[src/rtl/crc_serial_engine.sv]
`timescale 1ns/1ps
// crc_serial_engine
//   Serial CRC engine with a framing FSM. A frame of msg_len bits is taken
//   MSB-first, one bit per bit_valid/bit_ready handshake. In generate mode the
//   engine appends CRC_W zero bits itself (AUGMENT), so callers do not pad. In
//   check mode the received CRC follows the message and match reports a zero
//   residue. The result is offered on crc_out/crc_valid and held until crc_ack.
//
// Ports
//   clk         system clock, rising edge
//   rst         asynchronous active-high reset; aborts any frame
//   start       one-cycle pulse, accepted only in IDLE
//   msg_len     frame length in bits (check mode: message + CRC bits)
//   check_mode  0 = generate remainder, 1 = verify
//   bit_in      serial data bit, MSB first
//   bit_valid   bit_in valid this cycle
//   bit_ready   engine accepts a bit this cycle (SHIFT only)
//   crc_out     final remainder, held while crc_valid and after
//   crc_valid   result available
//   crc_ack     consumer accepts the result
//   match       check mode: residue == 0; always 0 in generate mode
//   busy        high in every state except IDLE
module crc_serial_engine #(
    parameter int                 CRC_W = 3,
    parameter logic [CRC_W-1:0]   POLY  = 3'b011,
    parameter logic [CRC_W-1:0]   INIT  = '0,
    parameter int                 LEN_W = 8
) (
    input  logic             clk,
    input  logic             rst,
    input  logic             start,
    input  logic [LEN_W-1:0] msg_len,
    input  logic             check_mode,
    input  logic             bit_in,
    input  logic             bit_valid,
    output logic             bit_ready,
    output logic [CRC_W-1:0] crc_out,
    output logic             crc_valid,
    input  logic             crc_ack,
    output logic             match,
    output logic             busy
);

    localparam int                 AUG_W    = $clog2(CRC_W + 1);
    localparam logic [AUG_W-1:0]   AUG_LAST = AUG_W'(CRC_W - 1);
    localparam logic [LEN_W-1:0]   LEN_ONE  = LEN_W'(1);

    typedef enum logic [1:0] {
        IDLE    = 2'd0,
        SHIFT   = 2'd1,
        AUGMENT = 2'd2,
        DONE    = 2'd3
    } state_t;

    state_t             state;
    state_t             state_next;
    logic [CRC_W-1:0]   r;
    logic [CRC_W-1:0]   r_step;
    logic [LEN_W-1:0]   count;
    logic [AUG_W-1:0]   aug_cnt;
    logic               mode;

    logic               shift_bit;
    logic               shift_en;
    logic               load;
    logic               finish;
    logic [CRC_W-1:0]   finish_r;
    logic               finish_mode;

    // One modulo-2 division step: shift b in, subtract the generator when the
    // bit leaving the top is set.
    function automatic logic [CRC_W-1:0] crc_step(input logic [CRC_W-1:0] cur,
                                                  input logic             b);
        logic [CRC_W-1:0] shifted;
        shifted = {cur[CRC_W-2:0], b};
        return cur[CRC_W-1] ? (shifted ^ POLY) : shifted;
    endfunction

    // AUGMENT shifts zeros, so the data bit only matters in SHIFT.
    assign shift_bit = (state == SHIFT) ? bit_in : 1'b0;
    assign r_step    = crc_step(r, shift_bit);
    assign busy      = (state != IDLE);

    always_ff @(posedge clk or posedge rst) begin
        if (rst) begin
            state <= IDLE;
        end else begin
            state <= state_next;
        end
    end

    always_comb begin
        state_next  = state;
        bit_ready   = 1'b0;
        shift_en    = 1'b0;
        load        = 1'b0;
        finish      = 1'b0;
        finish_r    = r_step;
        finish_mode = mode;
        case (state)
            IDLE: begin
                if (start) begin
                    load = 1'b1;
                    if (msg_len != '0) begin
                        state_next = SHIFT;
                    end else if (check_mode) begin
                        // Empty check frame: residue is the preset itself.
                        state_next  = DONE;
                        finish      = 1'b1;
                        finish_r    = INIT;
                        finish_mode = 1'b1;
                    end else begin
                        state_next = AUGMENT;
                    end
                end
            end
            SHIFT: begin
                bit_ready = 1'b1;
                if (bit_valid) begin
                    shift_en = 1'b1;
                    if (count == LEN_ONE) begin
                        if (mode) begin
                            state_next = DONE;
                            finish     = 1'b1;
                        end else begin
                            state_next = AUGMENT;
                        end
                    end
                end
            end
            AUGMENT: begin
                shift_en = 1'b1;
                if (aug_cnt == AUG_LAST) begin
                    state_next = DONE;
                    finish     = 1'b1;
                end
            end
            DONE: begin
                if (crc_ack) begin
                    state_next = IDLE;
                end
            end
            default: begin
                state_next = IDLE;
            end
        endcase
    end

    always_ff @(posedge clk or posedge rst) begin
        if (rst) begin
            r         <= INIT;
            count     <= '0;
            aug_cnt   <= '0;
            mode      <= 1'b0;
            crc_out   <= '0;
            crc_valid <= 1'b0;
            match     <= 1'b0;
        end else begin
            if (load) begin
                r       <= INIT;
                count   <= msg_len;
                mode    <= check_mode;
                aug_cnt <= '0;
            end else if (shift_en) begin
                r <= r_step;
            end

            if (shift_en && (state == SHIFT) && (count != '0)) begin
                count <= count - 1'b1;
            end

            if (shift_en && (state == AUGMENT)) begin
                aug_cnt <= aug_cnt + 1'b1;
            end

            // The result is captured on the step that completes the frame, so
            // crc_out is valid in the first DONE cycle.
            if (finish) begin
                crc_out   <= finish_r;
                match     <= finish_mode && (finish_r == '0);
                crc_valid <= 1'b1;
            end else if ((state == DONE) && crc_ack) begin
                crc_valid <= 1'b0;
            end
        end
    end

endmodule
[config.mk]
export PLATFORM = sky130hd
export DESIGN_NAME = crc_serial_engine
export DESIGN_NICKNAME = d
export VERILOG_FILES = /design/src/rtl/crc_serial_engine.sv
export SDC_FILE = /design/constraint.sdc
export NUM_CORES = 1
export LEC_CHECK = 0
export ABC_AREA = 0
export CAP_MARGIN = 20
export CORE_MARGIN = 4
export CORE_UTILIZATION = 35
export DETAILED_ROUTE_END_ITERATION = 8
export PLACE_DENSITY_LB_ADDON = 0.2
export SLEW_MARGIN = 5
export SYNTH_ARGS = -nofsm -noshare
export SYNTH_HDL_FRONTEND = slang
export SYNTH_SLANG_ARGS = --single-unit
[constraint.sdc]
create_clock -name clk -period 4.7 [get_ports clk]
set_input_delay 0.94 -clock clk [delete_from_list [all_inputs] [get_ports clk]]
set_output_delay 0.94 -clock clk [all_outputs]
set_load 0.01 [all_outputs]
Word-level counts from Yosys, hierarchy flattened
Cells that the tools add are included.
{"block": "totals", "register_bits": 21, "latchBits": 0, "ramBits": 0, "mem_bits_ro": 0, "in_bits": 15, "output_inout_bits": 7, "elab_cells": 76, "memories": 0}
{"block": "op_classes", "n_addsub": 2, "multipliers": 0, "div": 0, "n_lt_le_gt_ge": 0, "n_eq_ne": 10, "shift": 0, "muxes": 40, "bitwise": 1, "n_reduce_logical": 15}
{"operator": "$mux 1", "count": 20}
{"operator": "$mux 2", "count": 9}
{"operator": "$mux 3", "count": 6}
{"operator": "$mux 8", "count": 2}
{"operator": "$reduce_bool 8->1", "count": 2}
{"operator": "$reduce_bool 2->1", "count": 5}
{"operator": "$eq 8x1->1 const B", "count": 1}
{"operator": "$ne 2x2->1 const B", "count": 4}
{"operator": "$pmux 2 s4", "count": 1}
{"operator": "$sub 8x1->8 const B", "count": 1}
{"operator": "$eq 2x2->1 const B", "count": 3}
{"operator": "$logic_and 1x1->1", "count": 5}
{"operator": "$reduce_and 5->1", "count": 1}
{"operator": "$logic_not 3->1", "count": 1}
{"operator": "$pmux 1 s3", "count": 1}
{"operator": "$add 2x1->2 const B", "count": 1}
{"operator": "$eq 2x1->1 const B", "count": 1}
{"operator": "$logic_not 2->1", "count": 1}
{"operator": "$ne 2x1->1 const B", "count": 1}
{"operator": "$not 2->2", "count": 1}
{"operator": "$pmux 1 s2", "count": 1}

Depth between registers and ports, before layout
Gate-level depths: netlist (run 1).
{"block": "depth", "word_depth": 10, "ltp_mapped": 7, "ltp_nobuf": 6}

Least setup slack after synthesis (run 1)
No wires, ideal clock.
{"block": "synth_path", "path_kind": "in2reg", "start": "in msg_len[6]", "end": "reg crc_out[2]", "setup_time_ns": 0.118, "arrival_time_ns": 2.118, "required_ns": 4.582, "path_slack_ns": 2.464, "cell_stages": 4, "n_path_buf": 0, "cell_sequence": "or4_1 nor2_1 a41oi_2 a2bb2o_4"}
{"block": "synth_via", "elab_chain_cells": 4, "word_cells_on_any_way": 7, "classes_between": "mux (6); reduce/logical (1)"}
{"element": "start: declaration", "line": "32", "text": "input logic [LEN_W-1:0] msg_len,"}
{"element": "$reduce_bool 8->1 *", "line": "104", "text": "if (msg_len != '0) begin"}
{"element": "$mux 1 / $mux 3 (equally long branches)", "line": "104"}
{"element": "$mux 1 / $mux 3 (equally long branches)", "line": "102", "text": "if (start) begin"}
{"element": "$pmux 1 s3 / $mux 3 (equally long branches)", "line": "100", "text": "case (state)"}
{"element": "end signal: assignment", "line": "179", "text": "crc_out <= finish_r;"}
{"element": "end: declaration", "line": "37", "text": "output logic [CRC_W-1:0] crc_out,"}
Every way passes the cells marked *; elsewhere a longest branch is shown, timed or not.
A chain may end at the register's enable or synchronous reset.

Worst setup path after layout (run 1)
{"block": "layout_path", "start": "reg state[1]", "end": "out bit_ready"}
{"block": "layout_via", "elab_chain_cells": 2}
{"element": "start: declaration", "line": "55", "text": "state_t state;"}
{"element": "start signal: assignment", "line": "88", "text": "state <= state_next;"}
{"element": "$eq 2x1->1", "line": "100"}
{"element": "$mux 1", "line": "100"}
{"element": "end: declaration", "line": "36", "text": "output logic bit_ready,"}
Every way passes these cells.

==> results of run 1 <==
[synthesized netlist by cell type (2+ instances only)]
cell and n:
o21ai_0 4, mux2_2 4, ha_1 9, nand3_1 5, or4_1 3, inv_1 11, nor2_1 6, nand2b_1 3
a21oi_1 7, o31a_1 2, mux2i_1 2, a311oi_1 2, nor4_1 4, nand2_1 17, dfrtp_1 21, o2bb2ai_1 2
buf_2 2, o221a_2 3, nand3b_1 2, a211o_1 2, a22oi_1 2, nor3_1 2, or3_4 2, a21o_1 2
and3_1 2
[worst reg2reg max path, cell delays in order, from the launching register on]
cell	delay (ps)
dfrtp_1	420
inv_1	90
ha_1	460
o211ai_1	260
a21oi_2	350
mux2_2	380
o221a_2	240
[how the worst min path moves through the flow]
| stage | endpoint | slack, ps | depth (start not counted) |
|---|---|---|---|
| global route | crc_out[0] | 520 | 1 |
| detailed placement | crc_valid | 470 | 2 |
| CTS | crc_valid | 490 | 2 |
| finish | crc_valid | 480 | 2 |
| global placement | crc_valid | 470 | 2 |
| floorplan | aug_cnt[0] | 450 | 1 |
[routing by layer]
layer / share of wire / wire [um]
met1: 0.47 / 1510
met2: 0.46 / 1480
met3: 0.056 / 180
met4: 0.010 / 33
met5: 0 / 0
[through the flow]
| stage | cell area, um2 | std cells | util | power [W] | setup WS [ps] |
|---|---|---|---|---|---|
| finish | 1680 | 209 | 0.449 | 0.00101 | 2000 |
| global route | 1680 | 209 | 0.449 | 0.00111 | 1870 |
| CTS | 1680 | 209 | 0.449 | 0.00103 | 1980 |
| detailed placement | 1640 | 205 | 0.437 | 0.000901 | 1870 |
| global placement | 1640 | 205 | 0.437 | 0.000890 | 1910 |
| floorplan | 1380 | 139 | - | 0.000731 | 2460 |
[flip-flops by register name (all words and copies together) (netlist names)]
name / cells
r: 3
crc_out: 3
aug_cnt: 2
mode: 1
crc_valid: 1
state: 2
match: 1
count: 8
[layout make-up]
class	instances	area share
Multi-Input combinational cell	104	0.475
Sequential cell	21	0.313
Tap cell	48	0.0357
Inverter	11	0.0246
Timing Repair Buffer	21	0.125
Clock buffer	4	0.0268
[cells by family (layout without fill, tap and decap cells)]
group           count (synthesis)  after routing  synth area share
simple gates                   48             48             0.194
compound gates                 39             39             0.244
flops                          21             21             0.381
buf+inv                        14             36            0.0399
fa+ha+maj                       9              9            0.0816
mux                             6              6            0.0471
xor+xnor                        2              2            0.0127
[where the power goes]
part	internal [W]	switching, W
registers	0.000265	0.0000903
clock network	0.0000603	0.0000584
logic	0.000261	0.000279
total	0.000586	0.000428
==> results.sh, run 1 <==
export IMPL_antennaDiodeCount=0
export IMPL_cap_violations=0
export IMPL_path_buf_inv=2
export IMPL_critPathLaunchType="flop"
export IMPL_clockRootBuffer="clkbuf_8"
export IMPL_vias_per_cell=5.48
export IMPL_register_area_um2=526
export IMPL_rsz0062_at_grt="false"
export IMPL_multi_input_area_um2=800
export IMPL_cts_tree="built"
export IMPL_end_kind="primary output"
export IMPL_min_from="crc_valid"
export IMPL_final_min_clock_period_ps=2700
export IMPL_vias=1145
export IMPL_ctsLongestPathBuffers=2
export IMPL_avgSynthCellArea_um2=9.93
export IMPL_crit_path_max_fanout=9
export IMPL_dr_pass1_iters=4
export IMPL_fin_crit_sh=0.575
export IMPL_core_um2=3740
export IMPL_crit_slowest_cell="clkdlybuf4s50_1"
export IMPL_tns_ps=0
export IMPL_final_cell_mix="dfrtp_1, clkdlybuf4s50_1, nand2_1"
export IMPL_h_tree_depth=1
export IMPL_ys_ff_latch=21
export IMPL_fin_skew_ps=3.91
export IMPL_setup_viol=0
export IMPL_dp_hpwl_mm=2.48
export IMPL_grtUsageTotal=0.138
export IMPL_worst_pin_slew_ps=820
export IMPL_gp_congestion=0.857
export IMPL_fmax_mhz=370
export IMPL_max_stage_delay_ps=610
export IMPL_drt_wl_total_mm=3.20
export IMPL_die_y_um=70.8
export IMPL_fill_cells=372
export IMPL_r2r_slack_ps=2400
export IMPL_met2_usage=0.212
export IMPL_cp_depth=3
export IMPL_hold_violations=0
export IMPL_vdd_drop_max_mv=0.237
export IMPL_grt_busiest_layer="met2"
export IMPL_grt_pass1_wl_mm=5.60
export IMPL_status="finished, final reports clean"
export IMPL_ys_top_cells_by_area="dfrtp_1, ha_1, nand2_1"
export IMPL_hold_path_class="reg -> reg"
export IMPL_critPathKind="reg -> out"
export IMPL_cp_cell_sequence="inv_1 -> ha_1 -> clkdlybuf4s50_1"
export IMPL_postCtsSetupBuffers=0
export IMPL_synth_edf_count=0
export IMPL_holdWs_ps=483
export IMPL_ff2ff_path_depth=6
export IMPL_r2r_end="count[3]"
export IMPL_synthArstFlopShare=1.00
export IMPL_cts_hold_repair_buffers=0
export IMPL_synthCells=139
export IMPL_critPathTopFamily="buffers and inverters"
export IMPL_chipWidth_um=70.8
export IMPL_met1_usage=0.200
export IMPL_synth_top_area_cell="dfrtp_1"
export IMPL_grt_start_max_net_pins=22
export IMPL_grtUsageMet3=0.0227
export IMPL_path_clk_slew_ps=80
export IMPL_drive_above_1_share=0.112
export IMPL_yosysSeqAreaShare=0.381
export IMPL_synth_cell_type_count=43
export IMPL_ys_warn_count=0
export IMPL_cts_sinks=21
export IMPL_initial_core_util=0.369
export IMPL_relSlewSlack=0.452
export IMPL_grt_antenna_before_repair=0
export IMPL_rr_startpoint="state[0]"
export IMPL_synth_top_area_frac=0.381
export IMPL_worstSetupEndpoint="bit_ready"
export IMPL_post_cts_resized=0
export IMPL_ios=22
export IMPL_required_ps=3760
export IMPL_first_iter_violations=122
export IMPL_port_buffers=21
export IMPL_rows=22
export IMPL_die_area_um2=5010
export IMPL_clk_latency_ps=260
export IMPL_detail_route_antenna_nets=0
export IMPL_p_per_area_nw_per_um2=603
export IMPL_wl_per_cell_um=15.3
export IMPL_critPathLaunch="state[1]"
export IMPL_grt_overflow_total=0
export IMPL_cp_arrival_ps=1760
export IMPL_p_leak_nw=0.725
export IMPL_ys_flop_type="dfrtp_1"
export IMPL_fin_nets=186
export IMPL_grt_pass1_vias=1105
export IMPL_netlist_area_um2=1380
export IMPL_maxSlewViolCount=0
export IMPL_drc=0
export IMPL_numCtsBuffers=3
export IMPL_area_growth_pct=21.8
export IMPL_synthesis_nets=163
Note: power is estimated with default switching activity, not from simulation.
==> run 2: changes to the inputs <==
Clock period 4.7 ns to 2.8 ns, I/O delays scaled along.
==> run 2 against run 1 <==
  * Core utilization up 0.20 points
  * Critical path depth stayed put
  * Die area is the same
  * Worst setup slack worse by 1500 ps
  * Final cell count rose by 0.48%
  * Clock power grew 74%
  * Register-to-register slack got worse by 1900 ps
  * Worst hold slack worse by 5.5 ps
  * Total power increased by 69%
  * Non-clock buffer count increased by 1
  * Clock skew shrank 2.3 ps
  * Routed wire length up 1.2%
==> results.sh, run 2 (synthesis results as in run 1) <==
export IMPL_ff2ff_path_depth=6
export IMPL_worst_pin_slew_ps=837
export IMPL_first_iter_violations=67
export IMPL_fin_crit_sh=0.838
export IMPL_final_min_clock_period_ps=2350
export IMPL_rsz0062_at_grt="false"
export IMPL_area_growth_pct=22.4
export IMPL_p_per_area_nw_per_um2=1020
export IMPL_h_tree_depth=1
export IMPL_critPathKind="reg -> out"
export IMPL_initial_core_util=0.369
export IMPL_wl_met3_um=118
export IMPL_wl_met1_mm=1.55
export IMPL_detail_route_antenna_nets=0
export IMPL_vias=1142
export IMPL_die_y_um=70.8
export IMPL_r2r_end="count[4]"
export IMPL_ios=22
export IMPL_max_flop_register="count"
export IMPL_core_um2=3740
export IMPL_cap_violations=0
export IMPL_relSlewSlack=0.441
export IMPL_fill_cells=390
export IMPL_clockRootBuffer="clkbuf_8"
export IMPL_min_from="crc_valid"
export IMPL_wl_met2_mm=1.51
export IMPL_port_buffers=21
export IMPL_cts_hold_repair_buffers=0
export IMPL_critPathLaunch="state[1]"
export IMPL_post_cts_resized=0
export IMPL_grtUsageTotal=0.143
export IMPL_numCtsBuffers=3
export IMPL_rr_startpoint="state[0]"
export IMPL_grt_antenna_before_repair=0
export IMPL_cts_tree="built"
export IMPL_setup_viol=0
export IMPL_grt_pass1_vias=1186
export IMPL_fin_skew_ps=1.60
export IMPL_layout_setup_ws_ps=455
export IMPL_p_leak_nw=0.731
export IMPL_crit_path_max_fanout=9
export IMPL_max_stage_delay_ps=620
export IMPL_place_ws_ps=332
export IMPL_hold_path_class="reg -> reg"
export IMPL_die_area_um2=5010
export IMPL_cp_arrival_ps=1790
export IMPL_tns_ps=0
export IMPL_grt_pass1_wl_mm=5.76
export IMPL_dp_hpwl_mm=2.53
export IMPL_r2r_slack_ps=490
export IMPL_worstHoldEndpoint="crc_valid"
export IMPL_drt_wl_total_mm=3.24
export IMPL_final_util=0.451
export IMPL_required_ps=2240
export IMPL_cts_sinks=21
export IMPL_cp_cell_sequence="inv_1 -> ha_1 -> clkdlybuf4s50_1"
export IMPL_crit_slowest_cell="clkdlybuf4s50_1"
export IMPL_top_regs="count x8, crc_out x3, r x3"
export IMPL_hold_depth=2
export IMPL_status="finished, final reports clean"
export IMPL_drc=0
export IMPL_vias_per_cell=5.44
export IMPL_ctsLongestPathBuffers=2
export IMPL_vdd_drop_max_mv=0.412
export IMPL_postCtsSetupBuffers=0
export IMPL_critPathLaunchType="flop"
export IMPL_holdWs_ps=478
export IMPL_path_clk_slew_ps=80
export IMPL_end_kind="primary output"
export IMPL_dr_pass1_iters=4
export IMPL_rows=22
export IMPL_grt_overflow_total=0
export IMPL_wl_per_cell_um=15.4
export IMPL_top_layer="met4"
export IMPL_drive_above_1_share=0.117
export IMPL_fin_nets=187
export IMPL_antennaDiodeCount=0
export IMPL_fmax_mhz=426
export IMPL_clk_latency_ps=270
export IMPL_final_cell_mix="dfrtp_1, clkdlybuf4s50_1, nand2_1"
export IMPL_gp_congestion=0.861
export IMPL_hold_violations=0
export IMPL_chipWidth_um=70.8
export IMPL_largest_reg_flops=8
export IMPL_grt_start_max_net_pins=22
export IMPL_maxSlewViolCount=0
==> run 2: changes by cell type in the layout (fill, tap and decap cells not counted), sizes merged <==
cell and change:
buf +1
==> run 2: layout make-up <==
class                           instances  area (um2)  share of cell area
Multi-Input combinational cell        104         800               0.473
Sequential cell                        21         526               0.311
Timing Repair Buffer                   22         218               0.129
Tap cell                               48        60.1              0.0356
Clock buffer                            4        45.0              0.0267
Inverter                               11        41.3              0.0244
==> run 2: power by group <==
| part | total (W) | switching, W | leakage [nW] | internal [W] |
|---|---|---|---|---|
| Sequential | 0.000596 | 0.000151 | 0.257 | 0.000445 |
| Combinational | 0.000915 | 0.000471 | 0.451 | 0.000444 |
| Clock | 0.000207 | 0.000105 | 0.0228 | 0.000102 |
==> run 2: worst max-delay path by stage <==
stage            endpoint  slack [ps]  cells after the start
5_1_grt          count[4]         360                      6
6_report        bit_ready         450                      3
3_5_place_dp   crc_out[2]         330                      5
2_1_floorplan    count[3]         810                      7
4_1_cts         bit_ready         440                      3
3_3_place_gp   crc_out[2]         370                      5
==> run 2: metal layers <==
metal / track usage / vias up
li1: - / 565
met1: 0.194 / 550
met2: 0.233 / 22
met3: 0.0128 / 5
met4: 0.0626 / 0
met5: 0 / -
==> run 2: per-stage QoR <==
stage | cell area [um2] | cells | power (W)
2_1_floorplan | 1380 | 139 | 0.00123
3_3_place_gp | 1640 | 206 | 0.00150
3_5_place_dp | 1640 | 206 | 0.00151
4_1_cts | 1690 | 210 | 0.00173
5_1_grt | 1690 | 210 | 0.00187
6_report | 1690 | 210 | 0.00172
==> run 2: worst max-delay path: cells and delay by family (launching register included) <==
family / cells / cell delay [ps]
flip-flops: 1 / 420
adder cells (fa/ha/maj): 1 / 370
buffers and inverters: 2 / 730
==> run 3: changes to the inputs <==
Clock period 2.8 ns to 2.2 ns, I/O delays scaled along.
==> run 3 against run 2 <==
  * Clock-buffer cell count is 1 lower
  * Critical path depth increased by 1
  * Combinational power increased by 44%
  * Total power grew 36%
  * Clock skew barely moved
  * Non-clock buffer count rose by 18
  * Sequential share of layout area down 2.4 points
  * Critical path type unchanged
  * Critical endpoint is now busy
==> results.sh, run 3 (synthesis results as in run 1) <==
export IMPL_grt_pass1_wl_mm=5.84
export IMPL_vias_per_cell=5.24
export IMPL_h_tree_depth=1
export IMPL_critPathKind="reg -> out"
export IMPL_gp_congestion=0.811
export IMPL_cts_hold_repair_buffers=0
export IMPL_relSlewSlack=0.689
export IMPL_end_kind="primary output"
export IMPL_min_from="aug_cnt[0]"
export IMPL_grt_overflow_total=0
export IMPL_numCtsBuffers=3
export IMPL_port_buffers=21
export IMPL_path_clk_slew_ps=80
export IMPL_status="finished, final reports clean"
export IMPL_critPathLaunch="state[1]"
export IMPL_grt_antenna_before_repair=0
export IMPL_first_iter_violations=51
export IMPL_cap_violations=0
export IMPL_dp_hpwl_mm=2.71
export IMPL_vdd_drop_max_mv=0.606
export IMPL_final_util=0.488
export IMPL_tns_ps=0
export IMPL_register_area_um2=526
export IMPL_rows=22
export IMPL_top_regs="count x8, crc_out x3, r x3"
export IMPL_final_common_cell="dfrtp_1"
export IMPL_wl_per_cell_um=15.0
export IMPL_cp_arrival_ps=1690
export IMPL_clk_latency_ps=260
export IMPL_max_flop_register="count"
export IMPL_ios=22
export IMPL_core_um2=3740
export IMPL_crit_path_max_fanout=5
export IMPL_vias=1195
export IMPL_grt_pass1_vias=1222
export IMPL_dr_pass1_iters=5
export IMPL_maxSlewViolCount=0
export IMPL_ff2ff_path_depth=7
export IMPL_r2r_end="count[6]"
export IMPL_hold_path_class="reg -> reg"
export IMPL_final_min_clock_period_ps=2130
export IMPL_drc=0
export IMPL_drt_wl_total_mm=3.42
export IMPL_crit_slowest_cell="clkdlybuf4s50_1"
export IMPL_fin_skew_ps=1.77
export IMPL_setup_viol=0
export IMPL_worstHoldEndpoint="aug_cnt[0]"
export IMPL_cts_sinks=21
export IMPL_crit_top_cell="inv_1"
export IMPL_largest_reg_flops=8
export IMPL_grtUsageTotal=0.143
export IMPL_initial_core_util=0.369
export IMPL_critPathLaunchType="flop"
export IMPL_hold_violations=0
export IMPL_fin_cells=228
export IMPL_chipWidth_um=70.8
export IMPL_worst_pin_slew_ps=463
export IMPL_p_leak_nw=0.831
export IMPL_detail_route_antenna_nets=0
export IMPL_ctsLongestPathBuffers=2
export IMPL_grt_start_max_net_pins=22
export IMPL_drive_above_1_share=0.211
export IMPL_rr_startpoint="state[1]"
export IMPL_required_ps=1760
export IMPL_multi_input_area_um2=800
export IMPL_fmax_mhz=469
export IMPL_die_y_um=70.8
export IMPL_hold_depth=1
export IMPL_fin_nets=205
export IMPL_fill_cells=358
export IMPL_clockRootBuffer="clkbuf_8"
export IMPL_final_cell_mix="dfrtp_1, clkdlybuf4s50_1, buf_4"
export IMPL_cp_cell_sequence="inv_1 -> ha_1 -> inv_1 -> clkdlybuf4s50_1"
export IMPL_r2r_slack_ps=300
export IMPL_max_stage_delay_ps=550
export IMPL_fin_crit_sh=0.970
export IMPL_area_growth_pct=32.5
export IMPL_cts_tree="built"
export IMPL_die_area_um2=5010
export IMPL_antennaDiodeCount=0
export IMPL_dp_cells=221
export IMPL_p_per_area_nw_per_um2=1270
## run 3: power breakdown
group	total (W)	internal, W	switching (W)
sequential	0.000758	0.000567	0.000191
combinational	0.00132	0.000668	0.000652
clock	0.000251	0.000126	0.000124
total	0.00233	0.00136	0.000968
## run 3: worst max-delay path by stage
stage	to	slack (ps)
6_report	busy	70
4_1_cts	busy	50
5_1_grt	busy	-0.4
3_5_place_dp	crc_out[2]	-90
3_3_place_gp	crc_out[2]	-40
2_1_floorplan	count[3]	210
## run 3: stage by stage
stage	setup slack, ps	total power, W	instance area (um2)	hold WS [ps]
floorplan	212	0.00156	1380	417
global placement	-41.7	0.00200	1760	459
detailed placement	-88.3	0.00204	1760	475
CTS	50.2	0.00233	1820	486
global route	-0.404	0.00253	1830	517
finish	65.9	0.00233	1830	478
## run 3: cell type report
type / instances / share of cell area
multi-input cells: 104 / 0.437
flip-flops and latches: 21 / 0.287
repair buffers: 40 / 0.194
well taps: 48 / 0.0329
clock buffers: 3 / 0.0226
inverters: 11 / 0.0226
clock inverters: 1 / 0.00274
## run 3: what timing repair did
| action | CTS | global route |
|---|---|---|
| gates resized for setup | 0 | 1 |
| buffers inserted | 2 | 1 |
| pin swaps | 0 | 0 |
| cloned | 0 | 0 |
| endpoints found under the setup margin | 1 | 2 |
## run 3: critical path: cells and delay by family (launching register included)
kind                     cells  cell delay [ps]
buffers and inverters        3              780
adder cells (fa/ha/maj)      1              260
flip-flops                   1              400
## run 3: layer usage
| metal | GRT usage | share of wire | vias to the layer above |
|---|---|---|---|
| li1 | - | - | 603 |
| met1 | 0.195 | 0.46 | 559 |
| met2 | 0.238 | 0.48 | 31 |
| met3 | 0.0313 | 0.051 | 2 |
| met4 | 0.0251 | 0.0056 | 0 |
| met5 | 0 | 0 | - |
